==> config.mk <==
export PLATFORM = sky130hd
export DESIGN_NAME = mem_port_arbiter
export DESIGN_NICKNAME = d
export VERILOG_FILES = /design/src/rtl/mem_port_arbiter.sv
export SDC_FILE = /design/constraint.sdc
export NUM_CORES = 1
export LEC_CHECK = 0
export CAP_MARGIN = 20
export CORE_MARGIN = 5
export CORE_UTILIZATION = 35
export CTS_CLUSTER_DIAMETER = 40
export DETAILED_ROUTE_END_ITERATION = 7
export GPL_ROUTABILITY_DRIVEN = 0
export PLACE_DENSITY = 0.7
export SETUP_SLACK_MARGIN = 0.02
export SLEW_MARGIN = 10
export SYNTH_ARGS = -nofsm -noshare
export SYNTH_HDL_FRONTEND = slang
export SYNTH_SLANG_ARGS = --single-unit
==> constraint.sdc <==
create_clock -name clk -period 6.2 [get_ports clk]
set_input_delay 0.62 -clock clk [delete_from_list [all_inputs] [get_ports clk]]
set_output_delay 0.62 -clock clk [all_outputs]
set_load 0.01 [all_outputs]
==> src/rtl/mem_port_arbiter.sv <==
// rtl/mem_port_arbiter.sv - I/D memory port arbiter with fixed-latency access sequencing; optional round-robin under MEM_ARB_RR_EN
module mem_port_arbiter #(
    parameter int LAT   = 1,
    parameter int CNT_W = 4
) (
    input  logic        clk,
    input  logic        rst_n,
    input  logic        i_req,
    input  logic [31:0] i_addr,
    output logic        i_ack,
    output logic [31:0] i_rdata,
    input  logic        d_req,
    input  logic        d_we,
    input  logic [31:0] d_addr,
    input  logic [31:0] d_wdata,
    output logic        d_ack,
    output logic [31:0] d_rdata,
    output logic        mem_sel,
    output logic        mem_en,
    output logic        mem_we,
    output logic [31:0] mem_addr,
    output logic [31:0] mem_wdata,
    input  logic [31:0] mem_rdata,
    output logic        busy
);

    typedef enum logic [1:0] {
        IDLE   = 2'd0,
        ACCESS = 2'd1,
        RESP   = 2'd2
    } state_t;

    state_t           state;
    state_t           state_nx;
    logic [CNT_W-1:0] cnt;
    logic             grant_d;
    logic             we_q;
    logic             pick_d;
    logic             start;

    assign start = (state == IDLE) && (i_req || d_req);

`ifdef MEM_ARB_RR_EN
    logic last_d;

    // Remember which side won the most recent arbitration (0 = I, 1 = D)
    always_ff @(posedge clk or negedge rst_n) begin
        if (!rst_n) begin
            last_d <= 1'b0;
        end else if (start) begin
            last_d <= pick_d;
        end
    end

    // On a tie the side that did not win last time goes first
    assign pick_d = d_req && !(i_req && last_d);
`else
    // Load/store always wins a tie: it belongs to the older instruction
    assign pick_d = d_req;
`endif

    // State register
    always_ff @(posedge clk or negedge rst_n) begin
        if (!rst_n) begin
            state <= IDLE;
        end else begin
            state <= state_nx;
        end
    end

    // Next-state logic: IDLE -> ACCESS (LAT cycles) -> RESP (ack) -> IDLE
    always_comb begin
        state_nx = state;
        case (state)
            IDLE:    if (i_req || d_req) state_nx = ACCESS;
            ACCESS:  if (cnt == '0) state_nx = RESP;
            RESP:    state_nx = IDLE;
            default: state_nx = IDLE;
        endcase
    end

    // Grant, latched access attributes, latency counter and read-data capture
    always_ff @(posedge clk or negedge rst_n) begin
        if (!rst_n) begin
            grant_d   <= 1'b0;
            we_q      <= 1'b0;
            cnt       <= '0;
            mem_addr  <= '0;
            mem_wdata <= '0;
            i_rdata   <= '0;
            d_rdata   <= '0;
        end else begin
            if (start) begin
                grant_d <= pick_d;
                cnt     <= CNT_W'(LAT - 1);
                if (pick_d) begin
                    mem_addr  <= d_addr;
                    mem_wdata <= d_wdata;
                    we_q      <= d_we;
                end else begin
                    mem_addr <= i_addr;
                    we_q     <= 1'b0;
                end
            end else if (state == ACCESS) begin
                if (cnt != '0) begin
                    cnt <= cnt - 1'b1;
                end else if (!we_q) begin
                    if (grant_d) begin
                        d_rdata <= mem_rdata;
                    end else begin
                        i_rdata <= mem_rdata;
                    end
                end
            end
        end
    end

    // Strobes decode directly from state so reset or RESP drops them at once
    assign mem_en  = (state == ACCESS);
    assign mem_we  = mem_en && we_q;
    assign mem_sel = grant_d;
    assign busy    = (state != IDLE);
    assign i_ack   = (state == RESP) && !grant_d;
    assign d_ack   = (state == RESP) && grant_d;

endmodule

==> impl_metrics.ini, run 1 <==
[status]
status = completed

[sta]
slew_headroom = 0.331
period_minus_slack_ns = 2.67
tns_ns = 0
tightest_slew_ns = 1.00
final-hold-violation-count = 0
min_period_over_period = 0.431
max_freq_ghz = 0.374
final-setup-viol-count = 0
clock_skew_ns = 0.0107
whs_ns = 0.246
final.setup.worst_slack_ns = 3.53
rsz0062_at_grt = false
drv_slew = 0

[global_routing]
grt_use_total = 0.169
grt_pass1_wl_mm = 24.2
grt_overflow_total = 0
grt_max_degree = 76
grt_pass1_vias = 4586
antenna_found_initial = 0

[finish]
area_delta_synth_final_pct = 62.9
final_util = 0.579
final_nets = 785
diodes = 0
design_area_um2 = 9130
drive_gt1_frac = 0.205
fin_cells = 879

[logic_synthesis]
synthCells = 387
yosys_warnings = 0
syn-mean-instance-area_um2 = 14.5
synthArstFlopShare = 1.00
synthesis.area_um2 = 5600
synth_edf_count = 0
yosys.area.top_type = dfrtp_1
yosys-top-cells-area = dfrtp_1 (61%), mux2_2 (13%), mux2_4 (8.0%)
synth_cell_types = 31
yosys.area.top_type_share = 0.607
ys_top_cells_by_count = dfrtp_1 (136), o21ai_0 (69), mux2_2 (64), mux2i_1 (35), mux2_4 (30)
ys_ff_latch = 136
synth.most_common_cell = dfrtp_1
synthesis.nets = 522
synth_seq_area_share = 0.607
synthFlopType = dfrtp_1

[drt]
dr_wl_met2_mm = 7.58
viasPerCell = 4.73
drt_pass1_iterations = 4
drt-total-wl_mm = 15.5
route.detailed.drc = 0
ant_nets = 0
first_iter_violations = 93
met3WireLength_mm = 1.76
routedWlPerCell_um = 17.6
wl_met1_mm = 5.71
num_vias = 4159
top_layer = met4

[pwr]
swShare = 0.294
clkPwrFrac = 0.238
p_per_area_nw_per_um2 = 525
power_mw = 4.80
p_leak_nw = 3.92
combPwrFrac = 0.433
vdd_drop_max_v = 0.000253
internal-power_mw = 3.39
switchingPower_mw = 1.41
power_frac_seq = 0.330

[worst_setup_path]
worstPathMaxFanout = 39
ff2ff_setup_slack_ns = 3.85
arrival_ns = 2.05
reg2reg_from = state[1]$_DFFE_PN0P_
max_stage_delay_ns = 0.67
cpLargestDelayFamily = buffers and inverters
path_buf_inv = 1
start_kind = register
path_cells = or2_2 -> clkdlybuf4s50_1
cp_slowest_cell = clkdlybuf4s50_1
end_kind = output port
crit_required_ns = 5.58
r2r_end = d_rdata[26]$_DFFE_PN0P_
reg2reg_depth = 4
critical_path_class = reg -> out

[floorplanning]
fp.dieArea_um2 = 18600
die_width_um = 137
num_rows = 46
fp.coreArea_um2 = 15800
fp.dieH_um = 137
initial_utilization = 0.355
ios = 267

[job]
maxCapViolCount = 0

[clock_network]
clkTransAtPathRegs_ns = 0.06
htreeDepth = 4
cts_buffers = 17
ctsResizeCount = 0
cts_tree = done
cts.sinks = 136
clockBufferDepth = 2
cts_setup_buffers = 0
cts_root_buf = clkbuf_16
cts_hold_buffers = 0
clk_latency_ns = 0.41

[placed_design]
dp_cells = 847
dpl-instance-area_um2 = 8450
post-place-ws_ns = 2.76
dp_hpwl_mm = 11.6
port_buffers = 266

[hold_path]
hold_class = in -> async
==> power by group through the flow <==
stage	clock network (mW)	registers, mW	logic (mW)
2_1_floorplan	0	1.76	0.741
3_3_place_gp	0	1.57	2.07
3_5_place_dp	0	1.60	2.11
4_1_cts	1.17	1.59	2.11
5_1_grt	1.21	1.64	2.23
6_report	1.14	1.58	2.08
==> sequential cells by signal, summed over array words and instances, names as in the netlist <==
register and flops:
d_rdata 32, i_rdata 32, mem_addr 32, mem_wdata 32, cnt 4, state 2, mem_sel 1, we_q 1
==> layout make-up <==
class / instances / area [um^2]
repair buffers: 269 / 2680
fillers: 1300 / 6640
inverters: 3 / 11.3
well taps: 216 / 270
multi-input cells: 223 / 2080
clock buffers: 20 / 457
flip-flops and latches: 136 / 3400
clock inverters: 12 / 221
==> cell usage in the layout, fill, tap and decap left out, types with 2 or more instances in the layout <==
| master | n |
|---|---|
| nor2_1 | 2 |
| clkbuf_16 | 17 |
| clkinv_4 | 3 |
| ha_1 | 2 |
| dfrtp_1 | 136 |
| mux2_4 | 30 |
| o21ai_0 | 69 |
| inv_1 | 3 |
| buf_4 | 3 |
| clkbuf_8 | 2 |
| bufinv_16 | 6 |
| clkdlybuf4s50_1 | 264 |
| mux2_1 | 2 |
| mux2i_1 | 35 |
| nor2_4 | 2 |
| clkinv_2 | 3 |
| mux2_2 | 64 |
==> cells by family (layout without fill, tap and decap cells) <==
logic type,Yosys count,in the layout,synth area share
and+or+nand+nor,17,17,0.0205
adders and majority gates,2,2,0.00447
AOI/OAI and AO/OA,73,73,0.0672
DFF,136,136,0.607
muxes,131,131,0.276
buffers and inverters,28,304,0.0248
==> worst max-delay path by stage <==
| stage | start | endpoint | slack [ns] | cells past startpoint |
|---|---|---|---|---|
| after floorplan | state[1]$_DFFE_PN0P_ | d_rdata[0]$_DFFE_PN0P_ | 4.19 | 5 |
| after global placement | d_req | mem_addr[29]$_DFFE_PN0P_ | 2.96 | 4 |
| after detailed placement | d_req | mem_addr[15]$_DFFE_PN0P_ | 2.76 | 4 |
| after CTS | d_req | mem_addr[15]$_DFFE_PN0P_ | 3.20 | 4 |
| after global routing | d_req | mem_addr[15]$_DFFE_PN0P_ | 3.30 | 4 |
| final | state[1]$_DFFE_PN0P_ | busy | 3.53 | 2 |
==> routing by layer <==
metal / GRT usage / up-vias
met3: 0.0735 / 29
met4: 0.0722 / 0
met2: 0.285 / 188
li1: - / 1916
met1: 0.186 / 2026
met5: 0 / -
Power figures use the tool's default switching activity.
==> run 2: changes to the inputs <==
- PLACE_DENSITY: 0.7 -> 0.73
- clock period: 6.2 -> 2.4 ns (I/O delays scaled with it)
==> run 2 against run 1 <==
Sequential share of layout area fell by 0.36 points. Combinational power grew to 2.6 times the previous value. Total power rose to 2.6 times the previous value. Count of clock-buffer cells in the layout up 1. Register-to-register slack got worse by 3.7 ns. Sequential cell count unchanged. Core utilization increased by 0.56 points. Via count decreased by 0.46%. Design area up 0.97%. Wire length is 0.66% lower. Clock power rose to 2.5 times the previous value. Setup slack worse by 3.3 ns. Largest cell class unchanged. Highest routed layer unchanged.
==> impl_metrics.ini, run 2 (synthesized netlist as in run 1, its figures left out) <==
[worst_setup_path]
reg2reg_from = state[1]$_DFFE_PN0P_
arrival_ns = 2.51
startpoint = state[1]$_DFFE_PN0P_
critical_path_class = reg -> reg
crit_required_ns = 2.68
reg2reg_depth = 4
end_kind = register
worstPathMaxFanout = 32
start_kind = register

[hold_path]
hold_class = in -> async

[finish]
final_common_cell = clkdlybuf4s50_1
multi_input_area_um2 = 2080
fin_cells = 886
drive_gt1_frac = 0.212
final_util = 0.584
final_cell_mix = clkdlybuf4s50_1 (264), dfrtp_1 (136), o21ai_0 (69)
fillCellCount = 1288
area_delta_synth_final_pct = 64.5
final_nets = 792
diodes = 0
regArea_um2 = 3400

[clock_network]
cts.sinks = 136
clkTransAtPathRegs_ns = 0.06
clk_latency_ns = 0.41
htreeDepth = 4
clockBufferDepth = 2
cts_root_buf = clkbuf_16
cts_buffers = 17
cts_tree = done

[drt]
drt_pass1_iterations = 4
first_iter_violations = 158
ant_nets = 0
routedWlPerCell_um = 17.4
drt-total-wl_mm = 15.4
viasPerCell = 4.67
route.detailed.drc = 0
num_vias = 4140

[sta]
max_freq_ghz = 0.450
rsz0062_at_grt = false
tns_ns = 0
clock_skew_ns = 0.00813
tightest_slew_ns = 0.575
slew_headroom = 0.617
period_minus_slack_ns = 2.22
min_period_over_period = 0.926
final-setup-viol-count = 0
final-hold-violation-count = 0
drv_slew = 0

[job]
maxCapViolCount = 0

[floorplanning]
die_width_um = 137
initial_utilization = 0.355
fp.coreArea_um2 = 15800
fp.dieH_um = 137
ios = 267
num_rows = 46
fp.dieArea_um2 = 18600

[pwr]
p_leak_nw = 3.96
vdd_drop_max_v = 0.000552
p_per_area_nw_per_um2 = 1350

[global_routing]
top_usage_layer = met2
grt_use_total = 0.165
grt_overflow_total = 0
grt_util_met2 = 0.280
antenna_found_initial = 0
use_met1 = 0.183
grt_max_degree = 64
grt_pass1_wl_mm = 23.7
grt_pass1_vias = 4515
use_met3 = 0.0699

[placed_design]
port_buffers = 266
dp_cells = 853
dp_hpwl_mm = 11.7

[status]
status = completed
-- run 2: power by group --
| part | total (mW) | leakage, nW | internal, mW | switching [mW] |
|---|---|---|---|---|
| Clock | 2.89 | 0.323 | 1.93 | 0.960 |
| Sequential | 4.08 | 1.62 | 3.44 | 0.645 |
| Combinational | 5.47 | 2.02 | 3.39 | 2.09 |
-- run 2: path summary, 6_finish.rpt --
kind,endpoint,slack (ns)
max,d_rdata[13]$_DFFE_PN0P_,0.18
min,d_rdata[17]$_DFFE_PN0P_,0.30
max reg2reg,d_rdata[13]$_DFFE_PN0P_,0.18
min reg2reg,i_rdata[4]$_DFFE_PN0P_,0.50
max in group asynchronous,mem_addr[26]$_DFFE_PN0P_,1.27
min in group clk,mem_wdata[31]$_DFFE_PN0P_,0.44
-- run 2: what timing repair did --
action,in CTS,in global routing
endpoints found under the hold margin,33,0
hold buffers,1,0
buffers inserted,0,0
resized for setup,0,1
endpoints found under the setup margin,0,1
-- run 2: per-layer routing --
| metal | vias to the layer above | routed length [um] |
|---|---|---|
| met4 | 0 | 325 |
| met1 | 2001 | 5740 |
| met2 | 188 | 7680 |
| li1 | 1928 | - |
| met3 | 23 | 1640 |
| met5 | - | 0 |
-- run 2: through the flow --
step / hold slack (ns) / area, um^2 / setup WS [ns] / power (mW)
after global placement: 0.145 / 8540 / 0.230 / 9.48
final: 0.300 / 9220 / 0.177 / 12.4
after floorplan: -0.0556 / 5600 / 0.391 / 6.46
after detailed placement: 0.152 / 8540 / 0.198 / 9.67
after CTS: 0.277 / 9220 / 0.0558 / 12.6
after global routing: 0.311 / 9220 / 0.121 / 13.1
-- run 2: layout make-up --
type,count,share of cell area
repair buffers,276,0.302
clock buffers,21,0.0510
well taps,216,0.0293
multi-input cells,223,0.226
flip-flops and latches,136,0.369
inverters,3,0.00122
clock inverters,11,0.0210
-- run 2: critical path, cell delays in order (launching register included) --
cell and delay (ns):
dfrtp_1 0.41, or3b_4 0.44, or4b_2 0.69, buf_12 0.22
mux2_4 0.32
==> run 3: changes to the inputs <==
- HOLD_SLACK_MARGIN: unset -> 0.06
==> results of run 3 <==
Same layout as run 2: the final DEF is identical, and so are final timing and power.
==> RTL change 1: new RTL, flow settings as in run 1 <==
Add a define of `MEM_ARB_RR_EN`.
--- a/src/rtl/mem_port_arbiter.sv
+++ b/src/rtl/mem_port_arbiter.sv
@@ -1,3 +1,5 @@
 // rtl/mem_port_arbiter.sv - I/D memory port arbiter with fixed-latency access sequencing; optional round-robin under MEM_ARB_RR_EN
+`define MEM_ARB_RR_EN
+
 module mem_port_arbiter #(
     parameter int LAT   = 1,
Formal check against the unedited RTL: not equivalent (Yosys sat finds a counterexample within 10 cycles, from zero or initial values and one cycle with rst_n low).
==> RTL change 1 against run 1 <==
  * Sequential cell count is the same
  * Non-clock buffer count grew 3
  * Highest routed layer unchanged
  * Synthesized area rose by 2.9%
  * Wire length is 3.7% higher
  * Critical path depth rose by 1
  * Largest cell class unchanged
  * Power up 2.9%
  * Die area rose by 2.7%
  * Setup slack worse by 280 ps
  * Cell area increased by 1.7%
==> RTL change 1: results (changes against run 1) <==
final-layout clock-cell area share 0.07141 (was 0.07429); nets@finish 789 (was 785); clock buffers 21 (was 20); r2r worst-path depth 3 (was 4); Seq/Total Area, Yosys 0.5901 (was 0.6074); area of the multi-input gates 0.002197 mm2 (was 0.002085 mm2); number of distinct library cells after synthesis 30 (was 31); min cycle time layout 2955 ps (was 2673 ps); Buffers, non-clock 272 (was 269); status completed (unchanged); flip-flop and latch share of the layout cell area 0.3665 (was 0.3728); worst ir drop on vdd 0.2043 mV (was 0.2530 mV); Largest stage delay, worst path 710 ps (was 670 ps); cell at the slowest stage of the critical path sky130_fd_sc_hd__inv_1 (was sky130_fd_sc_hd__clkdlybuf4s50_1); layout-stage area growth over the synthesis result 61.03% (was 62.93%); Placed Area 0.008581 mm2 (was 0.008446 mm2); layout filler cell count 1342 (was 1300); proportion of power drawn by flip-flops and latches 0.321 (was 0.330); met2 routing resource usage after global routing 0.2621 (was 0.2850); vias in the first global route 4528 (was 4586); non-clock buffer area fraction after layout 0.2947 (was 0.2937); count of non-filler cells in the finished layout 887 (was 879); routing usage on met1 0.2102 (was 0.1859); met3 usage in global routing 0.06423 (was 0.07353); DP HPWL 11800 um (was 11570 um); number of placed cells counting well taps 853 (was 847); routed metal-1 wire length 6874 um (was 5709 um); R2R Path End i_rdata[14] (was d_rdata[26])
==> RTL change 1: cell types whose count changed after synthesis, moves of 3 or more <==
cell / run 1 / this run
sky130_fd_sc_hd__mux2_4: 30 / 60
sky130_fd_sc_hd__clkbuf_1: 14 / 10
sky130_fd_sc_hd__buf_12: 0 / 3
sky130_fd_sc_hd__mux2_2: 64 / 36
==> RTL change 1: kinds of logic after synthesis <==
logic type                 count (synthesis)  share of synthesized area
buffers and inverters                     27                    0.03211
AOI/OAI and AO/OA                         74                    0.06704
and+or+nand+nor                           18                    0.02083
muxes                                    130                     0.2855
DFF                                      136                     0.5901
adders and majority gates                  2                   0.004339
==> RTL change 1: how the worst min path moves through the flow <==
stage                              from            end  cells after the start
after detailed placement    d_rdata[24]    d_rdata[24]                      1
after global placement    mem_wdata[31]  mem_wdata[31]                      1
final                             rst_n    d_rdata[19]                      1
after CTS                         rst_n    d_rdata[19]                      1
after global routing              rst_n    d_rdata[19]                      1
after floorplan                   rst_n         cnt[0]                      0
==> RTL change 2: new RTL, settings of run 1 <==
Made on the original files. Re-encode `state_t` (3 states) as one-hot, 3 bits wide.
--- a/src/rtl/mem_port_arbiter.sv
+++ b/src/rtl/mem_port_arbiter.sv
@@ -25,8 +25,8 @@
 );
 
-    typedef enum logic [1:0] {
-        IDLE   = 2'd0,
-        ACCESS = 2'd1,
-        RESP   = 2'd2
+    typedef enum logic [2:0] {
+        IDLE   = 3'b001,
+        ACCESS = 3'b010,
+        RESP   = 3'b100
     } state_t;
 
Check against the original RTL: no difference found for any inputs over 4 cycles, from zero or initial values and one cycle with rst_n low; so few cycles prove little.
==> RTL change 2 against run 1 <==
  * Sequential cell count rose by 1
  * Via count fell by 4.6%
  * Hold slack improved by 0.95 ps
  * Core utilization fell by 1.4 points
  * Global-route usage fell by 0.89 points
  * Synthesized cell count fell by 8.8%
  * Maximum frequency fell by 7.5%
  * Synthesized area rose by 3.1%
  * Power rose by 2.7%
  * Wire length fell by 1.9%
  * Clock skew fell by 1.1 ps
  * Cell area rose by 1.6%
  * Setup slack got worse by 220 ps
  * Combinational power rose by 6%
  * Largest power group unchanged
  * Highest routed layer unchanged
==> RTL change 2: results (changes against run 1) <==
worst-case clock skew 9.657 ps (was 10.71 ps); Routed WL 15190 um (was 15490 um); register-to-register path setup slack 3380 ps (was 3850 ps); total via count after detailed routing 3968 (was 4159); met2 routing resource usage after global routing 0.2657 (was 0.2850); Placed Area 0.008612 mm2 (was 0.008446 mm2); Least-Margin Pin Slew 951.4 ps (was 1004 ps); status completed (unchanged); Seq/Total Area, Yosys 0.5939 (was 0.6074); leading cell types by count after synthesis 136 x sky130_fd_sc_hd__dfrtp_1, 128 x sky130_fd_sc_hd__mux2_2, 30 x sky130_fd_sc_hd__mux2_4 (was 136 x sky130_fd_sc_hd__dfrtp_1, 69 x sky130_fd_sc_hd__o21ai_0, 64 x sky130_fd_sc_hd__mux2_2); number of placed cells counting well taps 825 (was 847); worst ir drop on vdd 0.3285 mV (was 0.2530 mV); met3 usage in global routing 0.07666 (was 0.07353); Largest stage delay, worst path 710 ps (was 670 ps); cell at the slowest stage of the critical path sky130_fd_sc_hd__nor3b_1 (was sky130_fd_sc_hd__clkdlybuf4s50_1); WL met2 7481 um (was 7577 um); nets@finish 759 (was 785); CP delay by family, top simple AND/OR/NAND/NOR gates (was buffers and inverters); pin count of the biggest net entering global routing 81 (was 76); origin of the worst setup path state[0] (was state[1]); number of distinct library cells after synthesis 30 (was 31); count of routing violations after the opening detailed-route iteration 96 (was 93); proportion of layout cells with a drive suffix above 1 0.3176 (was 0.2051); global-route wire length before repair 24250 um (was 24180 um); vias in the first global route 4337 (was 4586); maximum net fanout on the critical path 4 (was 39); Worst Hold Slack 247.4 ps (was 246.4 ps); total nets after synthesis 488 (was 522); DP HPWL 11470 um (was 11570 um); most area-consuming cells after synthesis sky130_fd_sc_hd__dfrtp_1 59%, sky130_fd_sc_hd__mux2_2 25%, sky130_fd_sc_hd__mux2_4 7.8%, sky130_fd_sc_hd__buf_6 1.4%, sky130_fd_sc_hd__buf_2 0.52% (was sky130_fd_sc_hd__dfrtp_1 61%, sky130_fd_sc_hd__mux2_2 13%, sky130_fd_sc_hd__mux2_4 8.0%, sky130_fd_sc_hd__mux2i_1 6.3%, sky130_fd_sc_hd__o21ai_0 6.2%); Data arrival, critical path 2270 ps (was 2050 ps)
[RTL change 2: cell types whose count changed after synthesis, moves of 2 or more]
cell / run 1 / this run
sky130_fd_sc_hd__a21oi_1: 0 / 4
sky130_fd_sc_hd__and2_1: 1 / 3
sky130_fd_sc_hd__buf_6: 3 / 7
sky130_fd_sc_hd__clkbuf_1: 14 / 3
sky130_fd_sc_hd__mux2_2: 64 / 128
sky130_fd_sc_hd__mux2i_1: 35 / 0
sky130_fd_sc_hd__nor2_1: 4 / 1
sky130_fd_sc_hd__o21ai_0: 69 / 6
sky130_fd_sc_hd__or3_1: 0 / 3
sky130_fd_sc_hd__or4_1: 0 / 2
[RTL change 2: final cells by class]
cell class,instances,area (um2)
fillers,1298,7134
flip-flops and latches,137,3430
repair buffers,271,2701
multi-input cells,192,2182
clock buffers,20,466.7
well taps,220,275.3
clock inverters,11,193.9
inverters,5,23.77
[RTL change 2: report_power, final]
part	internal [mW]	leakage (nW)	total, mW	switching [mW]
logic	1.39	1.97	2.20	0.808
clock network	0.744	0.322	1.11	0.369
registers	1.35	1.63	1.61	0.259
[RTL change 2: path summary, 6_finish.rpt]
kind                            cells after the start          end
worst max-delay path                                3         busy
worst min-delay path                                1   d_rdata[2]
worst max register to register                      6   i_rdata[2]
worst min register to register                      1  i_rdata[26]
max in group asynchronous                           2       cnt[2]
min in group clk                                    1  i_rdata[26]
[RTL change 2: kinds of logic (layout without fill, tap and decap cells)]
| logic type | after synthesis | after routing | share of synthesized area |
|---|---|---|---|
| compound gates | 13 | 13 | 0.01279 |
| flops | 137 | 137 | 0.5939 |
| fa+ha+maj | 2 | 2 | 0.004333 |
| buf+inv | 24 | 307 | 0.02817 |
| mux | 160 | 160 | 0.3315 |
| simple gates | 17 | 17 | 0.02925 |
